<file path="config.mk">
export PLATFORM = sky130hd
export DESIGN_NAME = hub75_tx
export DESIGN_NICKNAME = d
export VERILOG_FILES = /design/src/rtl/hub75_tx.sv
export SDC_FILE = /design/constraint.sdc
export NUM_CORES = 1
export LEC_CHECK = 0
export CORE_MARGIN = 3
export CORE_UTILIZATION = 53
export CTS_CLUSTER_DIAMETER = 100
export CTS_CLUSTER_SIZE = 16
export DETAILED_ROUTE_END_ITERATION = 16
export GPL_TIMING_DRIVEN = 0
export PLACE_DENSITY_LB_ADDON = 0.2
export SETUP_SLACK_MARGIN = 0.4
export SLEW_MARGIN = 20
export SYNTH_ARGS = -nofsm -noshare
export SYNTH_HDL_FRONTEND = slang
export SYNTH_SLANG_ARGS = --single-unit
export TNS_END_PERCENT = 20
</file>
<file path="constraint.sdc">
create_clock -name clk -period 2.4 [get_ports clk]
set_input_delay 0.6 -clock clk [delete_from_list [all_inputs] [get_ports clk]]
set_output_delay 0.6 -clock clk [all_outputs]
set_load 0.05 [all_outputs]
</file>
<file path="src/rtl/hub75_tx.sv">
// HUB75 LED-panel row transmitter: shifts one row pair of pixels, blanks, latches,
// then enables the outputs for a fixed on-time before the next row.
module hub75_tx #(
  parameter int unsigned WIDTH     = 64,
  parameter int unsigned ROW_BITS  = 4,
  parameter int unsigned ON_CYCLES = 256
) (
  input  logic                       clk,
  input  logic                       rst_n,
  input  logic                       en,
  input  logic                       pix_valid,
  output logic                       pix_ready,
  input  logic [2:0]                 rgb0,
  input  logic [2:0]                 rgb1,
  output logic [$clog2(WIDTH)-1:0]   pix_col,
  output logic [ROW_BITS-1:0]        pix_row,
  output logic [2:0]                 p_rgb0,
  output logic [2:0]                 p_rgb1,
  output logic                       p_clk,
  output logic                       p_lat,
  output logic                       p_oe_n,
  output logic [ROW_BITS-1:0]        p_addr
);

  localparam int unsigned ColW = $clog2(WIDTH);
  localparam logic [ColW-1:0] LastCol = ColW'(WIDTH - 1);
  localparam logic [15:0]     LastOn  = 16'(ON_CYCLES - 1);

  typedef enum logic [2:0] {
    StIdle, StShiftLo, StShiftHi, StBlank, StLatch, StDisplay
  } state_e;

  state_e              state_q, state_d;
  logic [ColW-1:0]     col_q, col_d;
  logic [ROW_BITS-1:0] row_q, row_d;
  logic [ROW_BITS-1:0] addr_q, addr_d;
  logic [2:0]          rgb0_q, rgb0_d, rgb1_q, rgb1_d;
  logic [15:0]         on_cnt_q, on_cnt_d;
  logic                pix_ready_q, pix_ready_d;
  logic                p_clk_q, p_clk_d;
  logic                p_lat_q, p_lat_d;
  logic                p_oe_n_q, p_oe_n_d;

  always_comb begin
    state_d  = state_q;
    col_d    = col_q;
    row_d    = row_q;
    addr_d   = addr_q;
    rgb0_d   = rgb0_q;
    rgb1_d   = rgb1_q;
    on_cnt_d = on_cnt_q;
    unique case (state_q)
      StIdle: begin
        if (en) begin
          state_d = StShiftLo;
          col_d   = '0;
        end
      end
      StShiftLo: begin
        if (pix_valid && pix_ready_q) begin
          rgb0_d  = rgb0;
          rgb1_d  = rgb1;
          state_d = StShiftHi;
        end
      end
      StShiftHi: begin
        if (col_q == LastCol) begin
          state_d = StBlank;
        end else begin
          col_d   = col_q + 1'b1;
          state_d = StShiftLo;
        end
      end
      StBlank: state_d = StLatch;
      StLatch: begin
        // The shifted row becomes the displayed row; next row to shift wraps naturally.
        addr_d   = row_q;
        row_d    = row_q + 1'b1;
        on_cnt_d = '0;
        state_d  = StDisplay;
      end
      StDisplay: begin
        if (on_cnt_q == LastOn) begin
          on_cnt_d = '0;
          col_d    = '0;
          state_d  = en ? StShiftLo : StIdle;
        end else begin
          on_cnt_d = on_cnt_q + 16'd1;
        end
      end
      default: state_d = StIdle;
    endcase

    // Outputs are decoded from the next state so the registers track the state exactly.
    pix_ready_d = (state_d == StShiftLo);
    p_clk_d     = (state_d == StShiftHi);
    p_lat_d     = (state_d == StLatch);
    p_oe_n_d    = (state_d != StDisplay);
  end

  always_ff @(posedge clk or negedge rst_n) begin
    if (!rst_n) begin
      state_q     <= StIdle;
      col_q       <= '0;
      row_q       <= '0;
      addr_q      <= '0;
      rgb0_q      <= '0;
      rgb1_q      <= '0;
      on_cnt_q    <= '0;
      pix_ready_q <= 1'b0;
      p_clk_q     <= 1'b0;
      p_lat_q     <= 1'b0;
      p_oe_n_q    <= 1'b1;
    end else begin
      state_q     <= state_d;
      col_q       <= col_d;
      row_q       <= row_d;
      addr_q      <= addr_d;
      rgb0_q      <= rgb0_d;
      rgb1_q      <= rgb1_d;
      on_cnt_q    <= on_cnt_d;
      pix_ready_q <= pix_ready_d;
      p_clk_q     <= p_clk_d;
      p_lat_q     <= p_lat_d;
      p_oe_n_q    <= p_oe_n_d;
    end
  end

  assign pix_ready = pix_ready_q;
  assign pix_col   = col_q;
  assign pix_row   = row_q;
  assign p_rgb0    = rgb0_q;
  assign p_rgb1    = rgb1_q;
  assign p_clk     = p_clk_q;
  assign p_lat     = p_lat_q;
  assign p_oe_n    = p_oe_n_q;
  assign p_addr    = addr_q;

endmodule
</file>
Word level (Yosys, flattened, before mapping)

Index checks and enable logic that the tools add are counted.

Flip-flop bits (word level): 43
Output and inout port bits: 24

Add/subtract/negate cells: 3
Eq/ne operators: 14
Muxes and demuxes: 12
Reductions and logical operators: 6

Operators with widths:

| cell                                                             | number |
|---|---|
| 16-bit case mux with 2 select lines                              | 1 |
| 6-bit 2-to-1 mux                                                 | 3 |
| 3-bit case mux with 6 select lines                               | 1 |
| 6-bit case mux with 3 select lines                               | 1 |
| 16-bit by 1-bit adder with 16-bit output, second input constant  | 1 |
| 16-bit by 8-bit == test with 1-bit output, second input constant | 1 |
| 16-bit 2-to-1 mux                                                | 1 |
| 3-bit by 2-bit == test with 1-bit output, second input constant  | 3 |
| 3-bit == test, second input constant                             | 3 |
| 3-bit 2-to-1 mux                                                 | 3 |
| 6-bit by 1-bit adder with 6-bit output, second input constant    | 1 |
| 3-bit by 1-bit == test with 1-bit output, second input constant  | 2 |
| 6-bit == test, second input constant                             | 1 |
| 2-bit != test, second input constant                             | 3 |
| 4-bit by 1-bit adder with 4-bit output, second input constant    | 1 |
| 4-bit AND reduction                                              | 1 |
| 3-bit zero test                                                  | 1 |
| 3-bit != test, second input constant                             | 1 |
| 3-bit nonzero test                                               | 1 |
| 2-bit 2-to-1 mux                                                 | 1 |
| 2-bit AND reduction                                              | 1 |
| 2-bit nonzero test                                               | 1 |
| 1-bit logical AND                                                | 1 |
| 1-bit 2-to-1 mux                                                 | 1 |

Logic depth before layout (Yosys ltp)

Depth after elaboration: 4
Mapped depth: 7
Gate-level depth less buffers: 5

Worst setup path before layout

OpenSTA, ideal clock, no wires.

Kind: register to register
Start: reg pix_ready_q (netlist: pix_ready)
End: reg rgb0_q[0] (netlist: p_rgb0[0])
Arrival: 1.589 ns
Required time: 2.275 ns
Slack: 0.686 ns
Cell stages (with the launch flop): 4
Path buffers: 0
Clock period less this slack: 1.714 ns
Path through: dfrtp_1 > nand3b_1 > nor3b_2 > mux2_2

Longest elaborated chain between the ends: 2

Ends and longest elaborated chain:

| element                              | RTL line | RTL |
|---|---|---|
| start, declared                      | 39       | `logic pix_ready_q, pix_ready_d;` |
| start signal, assigned               | 122      | `pix_ready_q <= pix_ready_d;` |
| 1-bit logical AND                    | 60       | `if (pix_valid && pix_ready_q) begin` |
| 2-bit AND reduction (no source line) | --       |  |
| end signal, assigned                 | 119      | `rgb0_q <= rgb0_d;` |
| end, declared                        | 37       | `logic [2:0] rgb0_q, rgb0_d, rgb1_q, rgb1_d;` |

Every way passes these cells.
A chain may end at the register's enable or synchronous reset.

Worst setup path in the final report

Start: reg row_q[3] (netlist: pix_row[3])
End: out pix_row[3]

RTL lines:

| element                | RTL line | RTL |
|---|---|---|
| start, declared        | 35       | `logic [ROW_BITS-1:0] row_q, row_d;` |
| start signal, assigned | 117      | `row_q <= row_d;` |
| end, declared          | 16       | `output logic [ROW_BITS-1:0] pix_row,` |

No word-level cell between the ends.

==> impl_metrics.toml <==
[pwr]
p_int_w = 0.00181
pwr-share-seq = 0.335
peakVddDrop_mv = 0.983
switching_share = 0.426
p_clk_frac = 0.185
p_per_area_nw_per_um2 = 1170
combPwrFrac = 0.480
p_sw_w = 0.00134
p_leak_nw = 1.19

[timing]
final_hold_viol_count = 0
tightest_slew_ns = 0.571
hold_slack_ns = 0.258
period_share = 0.876
worst_slack_ns = 0.297
rsz0062_at_grt = "true"
fmax_mhz = 475
fin_crit_ns = 2.10
relSlewSlack = 0.618
setup_viol = 0
setup_tns_ns = 0
skew_ns = 0.00619
report.final.slew_viol_count = 0

[hold_path]
hold_class = "in2async"

[critical_path]
path_buf_inv = 1
worstSetupEndpointType = "output port"
crit_arrival_ns = 1.50
crit_type = "reg2out"
r2r_slack_ns = 0.52
cp_cell_sequence = "clkdlybuf4s50_1"
cpMaxStageDelayCell = "clkdlybuf4s50_1"
critPathRequiredTime_ns = 1.80
worstPathMaxFanout = 3
critical-path-top-delay-family = "buffers and inverters"
startpoint_type = "register"
slowest_delay_ns = 0.82

[logic_synthesis]
synth_common_cells = "dfrtp_1, a31oi_1, nand3_1"
synth_top_area_share = 0.489
synth-edff-count = 0
syn_area_um2 = 2150
ys_seq_area_frac = 0.501
synth_flop_cell = "dfrtp_1"
synth.area.top_cells = "dfrtp_1, mux2_2, a31oi_1"
synth_nets = 212
synth_top_area_cell = "dfrtp_1"
synth.most_common_cell = "dfrtp_1"
ys_seq_elements = 43
synth_warnings = 0
synthCells = 199
synth.avg_cell_area_um2 = 10.8
async_flop_share = 1.00
ys_types = 48

[cells_and_area]
drive_above_1_share = 0.183
antenna_cells = 0
postLayoutCoreUtil = 0.713
fin_nets = 253
syn_to_final_growth_pct = 25.1

[die]
core-area_um2 = 3770
die_h_um = 69.7
fp-row-count = 22
die_area_um2 = 4860
initial_core_util = 0.570
pin_count = 34
die_w_um = 69.7

[drt]
wl_per_cell_um = 16.1
num_vias = 1738
drtIter0Drc = 179
drt_drc_violations_left = 0
ant_nets = 0
avgViaCountPerCell = 6.01
drt_wl_total_um = 4640
firstDrtPassIters = 4

[clock_tree]
post-cts-setup-buffers = 0
cts_tree = "built"
htreeDepth = 2
cts_hold_buffers = 0
cts_buffers = 5
cts.path.max_buffers = 2
path_clk_slew_ns = 0.08
worstSkewPairLatency_ns = 0.29
cts_root_buffer = "clkbuf_8"
clkSinkCount = 43

[grt]
grt_pass1_wl_um = 8020
overflow = 0
first_global_vias = 1814
grt_usage = 0.203
antenna_found_initial = 0
grt_max_degree = 25

[place]
place_ws_ns = 0.144
io_buffers = 33
gp_congestion = 0.847
hpwl_um = 3220

[outcome]
outcome = "finished, final reports clean"

[run]
maxCapViolations = 0
==> cell type report <==
class                   instances  area (um2)
fillers                       285        1080
flip-flops and latches         43        1080
multi-input cells             141        1000
repair buffers                 34         363
clock buffers                   6        82.6
well taps                      48        60.1
plain buffers                   9        48.8
clock inverters                 2        35.0
inverters                       6        22.5
==> power by group through the flow <==
stage	clock network, W	logic (W)	registers (W)
finish	0.000581	0.00151	0.00106
global route	0.000628	0.00162	0.00108
CTS	0.000597	0.00153	0.00106
detailed placement	0	0.00153	0.00107
global placement	0	0.00151	0.00106
floorplan	0	0.000542	0.00158
==> placed cells by master, fill, tap and decap left out, types with 7 or more instances in the layout <==
cell type,Yosys,routed
a21oi_1,7,7
a31oi_1,18,18
clkdlybuf4s50_1,0,22
dfrtp_1,42,42
mux2_2,11,11
nand2_1,12,12
nand3_1,13,13
o21ai_0,7,7
==> flip-flops by register name (all words and copies together) (netlist names) <==
| register | count |
|---|---|
| on_cnt_q | 16 |
| pix_col | 6 |
| p_addr | 4 |
| pix_row | 4 |
| p_rgb0 | 3 |
| p_rgb1 | 3 |
| state_q | 3 |
| p_clk | 1 |
| p_lat | 1 |
| p_oe_n | 1 |
| pix_ready | 1 |
==> per-layer routing <==
metal,track usage,vias up,part of all wire
met2,0.333,48,0.47
met1,0.256,843,0.46
met5,0,-,0
met4,0.0745,0,0.011
li1,-,840,-
met3,0.0594,7,0.061
==> kinds of logic (layout without fill, tap and decap cells) <==
kind of cell | Yosys count | count (layout) | synth area share
XOR/XNOR | 3 | 3 | 0.0122
multiplexers | 13 | 13 | 0.0669
buffers and inverters | 15 | 57 | 0.0332
flip-flops | 43 | 43 | 0.501
AO/OA/AOI/OAI | 50 | 50 | 0.157
adder cells (fa/ha/maj) | 3 | 3 | 0.0175
AND/OR/NAND/NOR | 72 | 72 | 0.212
==> repair_timing <==
action | 4_1_cts | 5_1_grt
endpoints found under the hold margin | 0 | 0
resized for setup | 4 | 6
cloned | 0 | 0
endpoints found under the setup margin | 24 | 31
==> worst paths after layout <==
path                        startpoint           end  cells after the start
max                         pix_row[3]    pix_row[3]                      1
min                              rst_n    pix_col[3]                      1
max reg2reg                on_cnt_q[0]  on_cnt_q[15]                      7
min reg2reg                 pix_row[3]    pix_row[3]                      1
max in group asynchronous        rst_n        p_oe_n                      2
min in group clk            pix_row[3]    pix_row[3]                      1
==> metrics by stage <==
step | cells | total power, W | cell area (um2)
floorplan | 199 | 0.00212 | 2150
global placement | 280 | 0.00257 | 2540
detailed placement | 281 | 0.00260 | 2560
CTS | 289 | 0.00318 | 2680
global route | 289 | 0.00333 | 2690
finish | 289 | 0.00315 | 2690
Note: power is estimated with default switching activity, not from simulation.
